===== config.mk =====
export PLATFORM = sky130hd
export DESIGN_NAME = stall_release_ctrl
export DESIGN_NICKNAME = d
export VERILOG_FILES = /design/src/rtl/pipe_ctrl_pkg.sv /design/src/rtl/sat_counter32.sv /design/src/rtl/stall_release_ctrl.sv
export SDC_FILE = /design/constraint.sdc
export NUM_CORES = 1
export LEC_CHECK = 0
export CORE_UTILIZATION = 30
export CTS_BUF_LIST = sky130_fd_sc_hd__clkbuf_4 sky130_fd_sc_hd__clkbuf_8
export CTS_CLUSTER_SIZE = 14
export DETAILED_ROUTE_END_ITERATION = 6
export PLACE_DENSITY_LB_ADDON = 0.25
export SLEW_MARGIN = 20
export SYNTH_ARGS = -nofsm -noshare
export SYNTH_HDL_FRONTEND = slang
export SYNTH_SLANG_ARGS = --single-unit

===== constraint.sdc =====
create_clock -name clk -period 3.1 [get_ports clk]
set_input_delay 0.62 -clock clk [delete_from_list [all_inputs] [get_ports clk]]
set_output_delay 0.62 -clock clk [all_outputs]
set_load 0.005 [all_outputs]

===== src/rtl/pipe_ctrl_pkg.sv =====
// Shared definitions for the pipeline stall/release controller.
// Holds the opcode constants, the FSM state and hazard-kind enums, the
// counter widths, and the helper that classifies the hazard at entry.
package pipe_ctrl_pkg;

    localparam logic [5:0] OP_J   = 6'b000010;
    localparam logic [5:0] OP_BEQ = 6'b000100;
    localparam logic [5:0] OP_LW  = 6'b100011;

    // Width of the wait counter shared by the load-use countdown and the
    // resolution timeout. Parameter ranges keep it from wrapping.
    localparam int CNT_W  = 8;
    // Width of the optional performance counters.
    localparam int PERF_W = 32;

    typedef enum logic [1:0] {
        IDLE      = 2'd0,
        LU_WAIT   = 2'd1,
        CTRL_WAIT = 2'd2,
        RELEASE   = 2'd3
    } state_t;

    typedef enum logic {
        KIND_LU   = 1'b0,
        KIND_CTRL = 1'b1
    } kind_t;

    // Jumps and branches wait for EX to resolve them; every other stall
    // request is treated as a fixed-latency load-use hazard.
    function automatic kind_t classify_hazard(input logic [5:0] op);
        if (op == OP_J || op == OP_BEQ) begin
            return KIND_CTRL;
        end
        return KIND_LU;
    endfunction

endpackage


===== src/rtl/sat_counter32.sv =====
// 32-bit event counter that saturates at all-ones instead of wrapping.
// Cleared by the synchronous active-high reset.
module sat_counter32
    import pipe_ctrl_pkg::*;
(
    input  logic              clk,
    input  logic              reset,
    input  logic              inc,
    output logic [PERF_W-1:0] cnt
);

    logic [PERF_W-1:0] cnt_q;
    logic [PERF_W-1:0] cnt_d;

    // Next count: advance on inc unless already pinned at the maximum.
    always_comb begin
        cnt_d = cnt_q;
        if (inc && (cnt_q != {PERF_W{1'b1}})) begin
            cnt_d = cnt_q + {{(PERF_W-1){1'b0}}, 1'b1};
        end
    end

    // Count register with synchronous clear.
    always_ff @(posedge clk) begin
        if (reset) begin
            cnt_q <= '0;
        end else begin
            cnt_q <= cnt_d;
        end
    end

    assign cnt = cnt_q;

endmodule


===== src/rtl/stall_release_ctrl.sv =====
// Consumer side of the pipeline stall interface.
// Freezes PC and IF/ID and injects ID/EX bubbles while a hazard is pending,
// then emits a one-cycle release flag back to hazard detection.
// Optional build macro STALL_PERF_CNT_EN adds saturating cycle counters for
// load-use and control-transfer stalls (lu_stall_cnt, ctrl_stall_cnt).
//
// Handshake: stall_req is a level request sampled only in IDLE; the freeze
// applies combinationally in that same cycle. The request is acknowledged by
// flag, high for exactly one cycle (RELEASE); the requester must drop or
// re-evaluate its request after seeing flag. resolve_valid is a one-cycle
// strobe consumed only in CTRL_WAIT, with resolve_taken qualified by it.
module stall_release_ctrl
    import pipe_ctrl_pkg::*;
#(
    parameter int LW_STALL_CYCLES  = 1,
    parameter int MAX_RESOLVE_WAIT = 8
)(
    input  logic        clk,
    input  logic        reset,
    input  logic        stall_req,
    input  logic [5:0]  ifid_op,
    input  logic        resolve_valid,
    input  logic        resolve_taken,
    output logic        pc_we,
    output logic        ifid_we,
    output logic        idex_bubble,
    output logic        ifid_flush,
    output logic        pc_redirect,
    output logic        flag,
    output logic        timeout_err
`ifdef STALL_PERF_CNT_EN
    ,
    output logic [31:0] lu_stall_cnt,
    output logic [31:0] ctrl_stall_cnt
`endif
);

    // Load-use countdown starts here so LU_WAIT lasts LW_STALL_CYCLES cycles.
    localparam logic [CNT_W-1:0] LU_INIT = CNT_W'(LW_STALL_CYCLES - 1);
    // Last CTRL_WAIT count value; the next increment reaches the limit.
    localparam logic [CNT_W-1:0] TO_LAST = CNT_W'(MAX_RESOLVE_WAIT - 1);

    state_t            state_q, state_d;
    logic [CNT_W-1:0]  cnt_q, cnt_d;
    kind_t             kind_q, kind_d;
    logic              taken_q, taken_d;
    logic              timeout_q, timeout_d;
    kind_t             entry_kind;

    assign entry_kind = classify_hazard(ifid_op);

    // Next-state and output decode; reset forces the run-mode output values.
    always_comb begin
        state_d     = state_q;
        cnt_d       = cnt_q;
        kind_d      = kind_q;
        taken_d     = taken_q;
        timeout_d   = timeout_q;
        pc_we       = 1'b1;
        ifid_we     = 1'b1;
        idex_bubble = 1'b0;
        ifid_flush  = 1'b0;
        pc_redirect = 1'b0;
        flag        = 1'b0;

        case (state_q)
            IDLE: begin
                // Mealy freeze so the request cycle itself is already stalled.
                pc_we       = !stall_req;
                ifid_we     = !stall_req;
                idex_bubble = stall_req;
                if (stall_req) begin
                    kind_d  = entry_kind;
                    taken_d = 1'b0;
                    if (entry_kind == KIND_CTRL) begin
                        state_d = CTRL_WAIT;
                        cnt_d   = '0;
                    end else begin
                        state_d = LU_WAIT;
                        cnt_d   = LU_INIT;
                    end
                end
            end
            LU_WAIT: begin
                pc_we       = 1'b0;
                ifid_we     = 1'b0;
                idex_bubble = 1'b1;
                if (cnt_q == '0) begin
                    state_d = RELEASE;
                end else begin
                    cnt_d = cnt_q - 1'b1;
                end
            end
            CTRL_WAIT: begin
                pc_we       = 1'b0;
                ifid_we     = 1'b0;
                idex_bubble = 1'b1;
                cnt_d       = cnt_q + 1'b1;
                // A resolution arriving on the timeout cycle still wins.
                if (resolve_valid) begin
                    taken_d = resolve_taken;
                    state_d = RELEASE;
                end else if (cnt_q == TO_LAST) begin
                    timeout_d = 1'b1;
                    taken_d   = 1'b0;
                    state_d   = RELEASE;
                end
            end
            RELEASE: begin
                flag = 1'b1;
                if (kind_q == KIND_CTRL && taken_q) begin
                    pc_redirect = 1'b1;
                    ifid_flush  = 1'b1;
                end
                state_d = IDLE;
                cnt_d   = '0;
            end
            default: begin
                state_d = IDLE;
            end
        endcase

        if (reset) begin
            pc_we       = 1'b1;
            ifid_we     = 1'b1;
            idex_bubble = 1'b0;
            ifid_flush  = 1'b0;
            pc_redirect = 1'b0;
            flag        = 1'b0;
        end
    end

    // State, counter and latched-hazard registers with synchronous reset.
    always_ff @(posedge clk) begin
        if (reset) begin
            state_q   <= IDLE;
            cnt_q     <= '0;
            kind_q    <= KIND_LU;
            taken_q   <= 1'b0;
            timeout_q <= 1'b0;
        end else begin
            state_q   <= state_d;
            cnt_q     <= cnt_d;
            kind_q    <= kind_d;
            taken_q   <= taken_d;
            timeout_q <= timeout_d;
        end
    end

    assign timeout_err = timeout_q && !reset;

`ifdef STALL_PERF_CNT_EN
    logic lu_inc;
    logic ctrl_inc;

    // The IDLE request cycle is frozen too, so it counts toward its kind.
    assign lu_inc   = !reset && ((state_q == LU_WAIT) ||
                      (state_q == IDLE && stall_req && entry_kind == KIND_LU));
    assign ctrl_inc = !reset && ((state_q == CTRL_WAIT) ||
                      (state_q == IDLE && stall_req && entry_kind == KIND_CTRL));

    sat_counter32 u_lu_cnt (
        .clk   (clk),
        .reset (reset),
        .inc   (lu_inc),
        .cnt   (lu_stall_cnt)
    );

    sat_counter32 u_ctrl_cnt (
        .clk   (clk),
        .reset (reset),
        .inc   (ctrl_inc),
        .cnt   (ctrl_stall_cnt)
    );
`endif

endmodule

==> results of run 1 <==
power groups by stage:
| stage | clock network [mW] | logic (mW) | registers, mW |
|---|---|---|---|
| floorplan | 0 | 0.762 | 0.270 |
| global placement | 0 | 0.958 | 0.288 |
| detailed placement | 0 | 0.974 | 0.286 |
| CTS | 0.117 | 0.979 | 0.283 |
| global route | 0.127 | 1.10 | 0.295 |
| finish | 0.115 | 0.980 | 0.284 |
kinds of logic after synthesis:
logic type                 after synthesis  synth area share
adders and majority gates               13             0.156
AOI/OAI and AO/OA                       38             0.268
DFF                                     13             0.239
muxes                                    1            0.0103
buffers and inverters                   15            0.0586
and+or+nand+nor                         47             0.236
xor gates and xnor gates                 4            0.0322
per-stage QoR:
step / instances / cell area [µm²] / setup slack [ns] / total power [mW]
after floorplan: 131 / 1090 / 0.526 / 1.03
after global placement: 191 / 1310 / 0.409 / 1.25
after detailed placement: 191 / 1310 / 0.355 / 1.26
after CTS: 195 / 1340 / 0.233 / 1.38
after global routing: 195 / 1340 / 0.0511 / 1.53
final: 195 / 1340 / 0.249 / 1.38
layout by cell type, fill, tap and decap left out, types with 2 or more instances in the layout:
cell type / n
a21o_1: 2
a31oi_1: 2
dfxtp_1: 13
o41ai_1: 2
nor2b_1: 4
nand3b_1: 2
clkdlybuf4s50_1: 17
xor2_1: 2
nor2_1: 5
inv_1: 9
nand2_1: 12
o21a_1: 2
nand4_1: 2
ha_1: 12
o21ai_0: 5
buf_4: 3
nor3_1: 5
clkbuf_4: 4
xnor2_1: 2
nand3_1: 5
and3_1: 2
a21oi_1: 10
a211oi_1: 3
or3_1: 2
path summary, 6_finish.rpt:
kind | end | cells after the start
worst max-delay path | idex_bubble | 5
worst min-delay path | kind_q$_SDFFE_PP0N_ | 2
worst min register to register | kind_q$_SDFFE_PP0N_ | 2
worst max register to register | cnt_q[7]$_SDFFE_PP0P_ | 9
layout make-up:
cell class	instances	area, µm²	area share
multi-input combinational	103	764	0.571
sequential	13	260	0.194
timing repair buffer	20	193	0.144
tap	46	57.6	0.0430
inverter	9	33.8	0.0252
clock buffer	4	30.0	0.0224
layer usage:
| layer | vias to the layer above | routed length, µm |
|---|---|---|
| met5 | - | 0 |
| met4 | 0 | 19 |
| met3 | 2 | 56 |
| met2 | 12 | 1200 |
| met1 | 479 | 1310 |
| li1 | 521 | - |
registers in the layout, summed over array words and instances, names as in the netlist:
register / count
cnt_q: 8
kind_q: 1
state_q: 2
taken_q: 1
timeout_q: 1
worst reg2reg max path: stages (launching register included):
cell and delay (ns):
dfxtp_1 0.41, inv_1 0.11, ha_1 0.22, inv_1 0.29, ha_1 0.35, o21ai_0 0.24
nor3_1 0.09, mux2_1 0.33, or4_1 0.49, a31oi_1 0.17
==> reports/metrics.yaml, run 1 <==
timing:
  worstMarginPinSlew_ns: 0.554
  hold_viol: 0
  slew_viol_final: 0
  finalSetupViolations: 0
  tns_ns: 0
  fin_skew_ns: 0.00271
  clock.fmax_mhz: 351
  fin_hold_ws_ns: 0.470
  fin_crit_sh: 0.920
  rsz0062_at_grt: "no"
  slew_headroom: 0.625
  min_period_ns: 2.85
grt:
  top_usage_layer: "met2"
  globalRouteTotalUtil: 0.143
  grt_pass1_wl_um: 4490
  met3_usage: 0.0349
  grt_use_met2: 0.234
  grt_max_degree: 13
  grt_pass1_vias: 985
  antenna_found_initial: 0
  grtUsageMet1: 0.186
  globalRoute.totalOverflow: 0
worst_setup_path:
  crit_buf_inv: 3
  path_max_fanout: 8
  crit_path_cell_trace: "inv_1 > ha_1 > inv_1 > a211oi_1 > clkdlybuf4s50_1"
  path_class: "flip-flop to primary output"
  cp.required_ns: 2.48
  endpoint_kind: "primary output"
  r2r_slack_ns: 0.33
  startpoint: "state_q[0]$_SDFFE_PP0P_"
  critPathLaunchType: "flip-flop"
  crit_slowest_cell: "clkdlybuf4s50_1"
  critPathArrivalTime_ns: 2.23
  crit_family: "buffers and inverters"
  cp_slowest_stage_delay_ns: 0.53
  reg2reg_from: "state_q[0]$_SDFFE_PP0P_"
  cp_common_cell: "inv_1"
floorplanning:
  initial_core_util: 0.319
  num_io_pins: 18
  core_um2: 3420
  die_w_um: 62.2
  die_area_um2: 3870
  die_h_um: 62.2
  rows: 21
route:
  drc: 0
  avgViaCountPerCell: 5.20
  drtAntennaViolNets: 0
  wl_per_cell_um: 13.2
  routed_wirelength_um: 2580
  vias: 1014
  drt_pre_antenna_iters: 4
  initialDrtViolationCount: 34
logic_synthesis:
  syn_avg_cell_area_um2: 8.31
  async_flop_share: 0
  yosys.cell_count.top_type: "dfxtp_1"
  synth-edff-count: 0
  synth_warnings: 0
  synth_top_area_frac: 0.239
  synth_top_flop_cell: "dfxtp_1"
  synth_cells: 131
  synth_nets: 155
  ys_seq_area_frac: 0.239
  ys_ff_latch: 13
  syn_area_um2: 1090
  synth_area_leader_cell: "dfxtp_1"
  synth_common_cells: "dfxtp_1 (13), ha_1 (12), nand2_1 (12)"
  ys_types: 46
  synth_area_leaders: "dfxtp_1 (24%), ha_1 (14%), a21oi_1 (4.6%)"
cells_and_area:
  diodes: 0
  n_fill_cell: 353
  syn2layout_area_growth_pct: 23.0
  fin_nets: 174
  drive_gt1_frac: 0.0940
  utilization: 0.392
placed_design:
  port_buffers: 17
  dpl.hpwl_um: 2040
  place.gp.congestion: 0.714
clock_network:
  clkTransAtPathRegs_ns: 0.08
  clk_latency_ns: 0.28
  clkSinkCount: 13
  postCtsHoldBufs: 0
  cts_buffers: 3
  htreeDepth: 1
  cts_root_buf: "clkbuf_4"
  tritoncts: "built"
  post_cts_resize_count: 0
  cts_buffer_depth: 2
  postCtsSetupBuffers: 0
min_path:
  min_path_type: "flip-flop to flip-flop"
  worstHoldStart: "kind_q$_SDFFE_PP0N_"
status:
  status: "finished, final reports clean"
pwr:
  p_sw_uw: 666
  power_density_nw_per_um2: 1030
  p_int_uw: 714
  p_clk_frac: 0.084
  switching_share: 0.483
  leakage_nw: 0.530
  p_seq_frac: 0.206
  power_frac_comb: 0.711
  ir_drop_v: 0.000303
flow_run:
  max-cap-violations: 0
(Power assumes the default switching activity.)
==> inputs of run 2 (changes only) <==
--- a/config.mk
+++ b/config.mk
@@ -5,8 +5,9 @@
 export SDC_FILE = /design/constraint.sdc
 export NUM_CORES = 1
 export LEC_CHECK = 0
+export CORE_MARGIN = 10
 export CORE_UTILIZATION = 30
-export CTS_BUF_LIST = sky130_fd_sc_hd__clkbuf_4 sky130_fd_sc_hd__clkbuf_8
+export CTS_BUF_LIST = sky130_fd_sc_hd__clkbuf_16
 export CTS_CLUSTER_SIZE = 14
 export DETAILED_ROUTE_END_ITERATION = 6
 export PLACE_DENSITY_LB_ADDON = 0.25
==> constraint.sdc (replaced) <==
create_clock -name clk -period 3.1 [get_ports clk]
set_input_delay 0.775 -clock clk [delete_from_list [all_inputs] [get_ports clk]]
set_output_delay 0.775 -clock clk [all_outputs]
set_load 0.005 [all_outputs]
==> run 2 against run 1 <==
Effect of this change:
- non-clock buffer count increased by 2
- final area grew 4.8%
- fmax shrank 4.4%
- via count shrank 3.5%
- worst setup slack got worse by 0.13 ns
- largest cell class unchanged
- largest power group unchanged
==> reports/metrics.yaml, run 2 (same netlist as run 1, synthesis figures left out) <==
cells_and_area:
  finish.instance_area_um2: 1400  # +4.8%
  diodes: 0  # unchanged
  layout_common_cells: "clkdlybuf4s50_1 (17), dfxtp_1 (13), nand2_1 (12), ha_1 (12)"
  fin_cells: 197  # +1.0%
  final_common_cell: "clkdlybuf4s50_1"
  top_regs: "cnt_q x8, state_q x2"
  regMostFlops: "cnt_q"
  syn2layout_area_growth_pct: 28.9
  largest_register_ffs: 8  # unchanged
  drive_gt1_frac: 0.0993  # +0.00538
  fin_nets: 176  # +1.1%
  utilization: 0.411  # +0.0187
worst_setup_path:
  reg2reg_from: "state_q[0]$_SDFFE_PP0P_"
  ff2ff_path_depth: 9  # unchanged
  cp_common_cell: "clkdlybuf4s50_1"
  endpoint_kind: "primary output"
  cp_slowest_stage_delay_ns: 0.54  # about the same
  critPathLaunchType: "primary input"
  reg2reg_to: "cnt_q[7]$_SDFFE_PP0P_"
  startpoint: "stall_req"
  cp.required_ns: 2.32  # -0.16 ns
  crit_slowest_cell: "clkdlybuf4s50_1"
  path_max_fanout: 4  # -4
  r2r_slack_ns: 0.31  # -0.02 ns
  path_class: "primary input to primary output"
  critPathArrivalTime_ns: 2.21  # -0.02 ns
  crit_path_cell_trace: "clkdlybuf4s50_1 > nand2_1 > a211oi_1 > clkdlybuf4s50_1"
timing:
  finalSetupViolations: 0  # unchanged
  tns_ns: 0  # unchanged
  slew_headroom: 0.628  # +0.00314
  rsz0062_at_grt: "no"
  fin_crit_sh: 0.962  # +0.0420
  worstMarginPinSlew_ns: 0.549  # -0.00464 ns
  worst_slack_ns: 0.119  # -0.130 ns
  fin_hold_ws_ns: 0.452  # -0.0184 ns
  hold_viol: 0  # unchanged
  slew_viol_final: 0  # unchanged
  min_period_ns: 2.98  # +0.130 ns
  fin_skew_ns: 0.00156  # -0.00115 ns
  clock.fmax_mhz: 335  # -4.4%
placed_design:
  port_buffers: 17  # unchanged
  dpl.hpwl_um: 2140  # +4.9%
  dp_slack_ns: 0.114  # -0.241 ns
  postPlaceCellArea_um2: 1320  # +1.1%
  place.gp.congestion: 0.810  # +13%
  dp.cells: 193  # +1.0%
route:
  drt_pre_antenna_iters: 4  # unchanged
  drtAntennaViolNets: 0  # unchanged
  top_layer_used: "met4"
  drc: 0  # unchanged
  initialDrtViolationCount: 47  # +38%
  vias: 979  # -3.5%
  wl_met2_um: 1260  # +5.8%
  routed_wirelength_um: 2660  # +3.3%
  drt-met1-wl_um: 1290  # -0.92%
  wl_met3_um: 66  # +18%
  wl_per_cell_um: 13.5  # +2.2%
  avgViaCountPerCell: 4.97  # -4.4%
min_path:
  worstHoldStart: "kind_q$_SDFFE_PP0N_"
  min_path_type: "flip-flop to flip-flop"
  worstHoldPathCells: 2  # unchanged
  min_to: "kind_q$_SDFFE_PP0N_"
pwr:
  ir_drop_v: 0.000453  # +50%
  leakage_nw: 0.564  # +6.4%
  p_total_mw: 1.50  # +8.9%
  power_density_nw_per_um2: 1070  # +3.9%
floorplanning:
  core_um2: 3420  # unchanged
  num_io_pins: 18  # unchanged
  die_area_um2: 6440  # +66%
  die_h_um: 80.2  # +29%
  initial_core_util: 0.319  # unchanged
  rows: 21  # unchanged
  die_w_um: 80.2  # +29%
status:
  status: "finished, final reports clean"
clock_network:
  cts_buffers: 3  # unchanged
  clk_latency_ns: 0.24  # -0.04 ns
  post_cts_resize_count: 0  # unchanged
  cts_buffer_depth: 2  # unchanged
  htreeDepth: 1  # unchanged
  cts_root_buf: "clkbuf_16"
  postCtsSetupBuffers: 0  # unchanged
  clkSinkCount: 13  # unchanged
  postCtsHoldBufs: 0  # unchanged
  tritoncts: "built"
  clkTransAtPathRegs_ns: 0.05  # -0.03 ns
grt:
  globalRouteTotalUtil: 0.0784  # -0.0648
  globalRoute.totalOverflow: 0  # unchanged
  antenna_found_initial: 0  # unchanged
  grt_max_degree: 13  # unchanged
  grt_pass1_wl_um: 4080  # -8.9%
  grt_pass1_vias: 898  # -8.8%
flow_run:
  max-cap-violations: 0  # unchanged
[run 2: cell types whose count changed in the layout (fill, tap and decap cells not counted)]
cell,delta
buf_4,+2
clkbuf_16,+3
inv_1,+1
clkbuf_4,-4
[run 2: area by class of cell]
type                       count  area (µm²)
sequential                    13         260
clock inverter                 1        3.75
clock buffer                   3        75.1
tap                           46        57.6
timing repair buffer          22         208
multi-input combinational    103         764
fill                         342        2010
inverter                       9        33.8
[run 2: worst max-delay path by stage]
| stage | depth (start not counted) | slack, ns | endpoint |
|---|---|---|---|
| final | 4 | 0.12 | idex_bubble |
| after global routing | 4 | 0.02 | idex_bubble |
| after CTS | 4 | 0.12 | idex_bubble |
| after detailed placement | 4 | 0.11 | idex_bubble |
| after global placement | 4 | 0.16 | idex_bubble |
| after floorplan | 10 | 0.53 | cnt_q[7]$_SDFFE_PP0P_ |
[run 2: worst max-delay path, delay by kind of cell]
kind,cells,cell delay [ns]
compound gates,1,0.26
buf+inv,2,1.06
simple gates,1,0.11
[run 2: power by group]
group / total [mW] / internal (mW) / switching [mW] / leakage, nW
Combinational: 0.975 / 0.439 / 0.536 / 0.416
Clock: 0.241 / 0.170 / 0.0706 / 0.0423
Sequential: 0.286 / 0.223 / 0.0632 / 0.106
Total: 1.50 / 0.832 / 0.670 / 0.564
[run 2: metal layers]
metal	vias up	global-route usage
met2	9	0.129
li1	521	-
met1	447	0.0948
met4	0	0.0423
met3	2	0.0122
met5	-	0
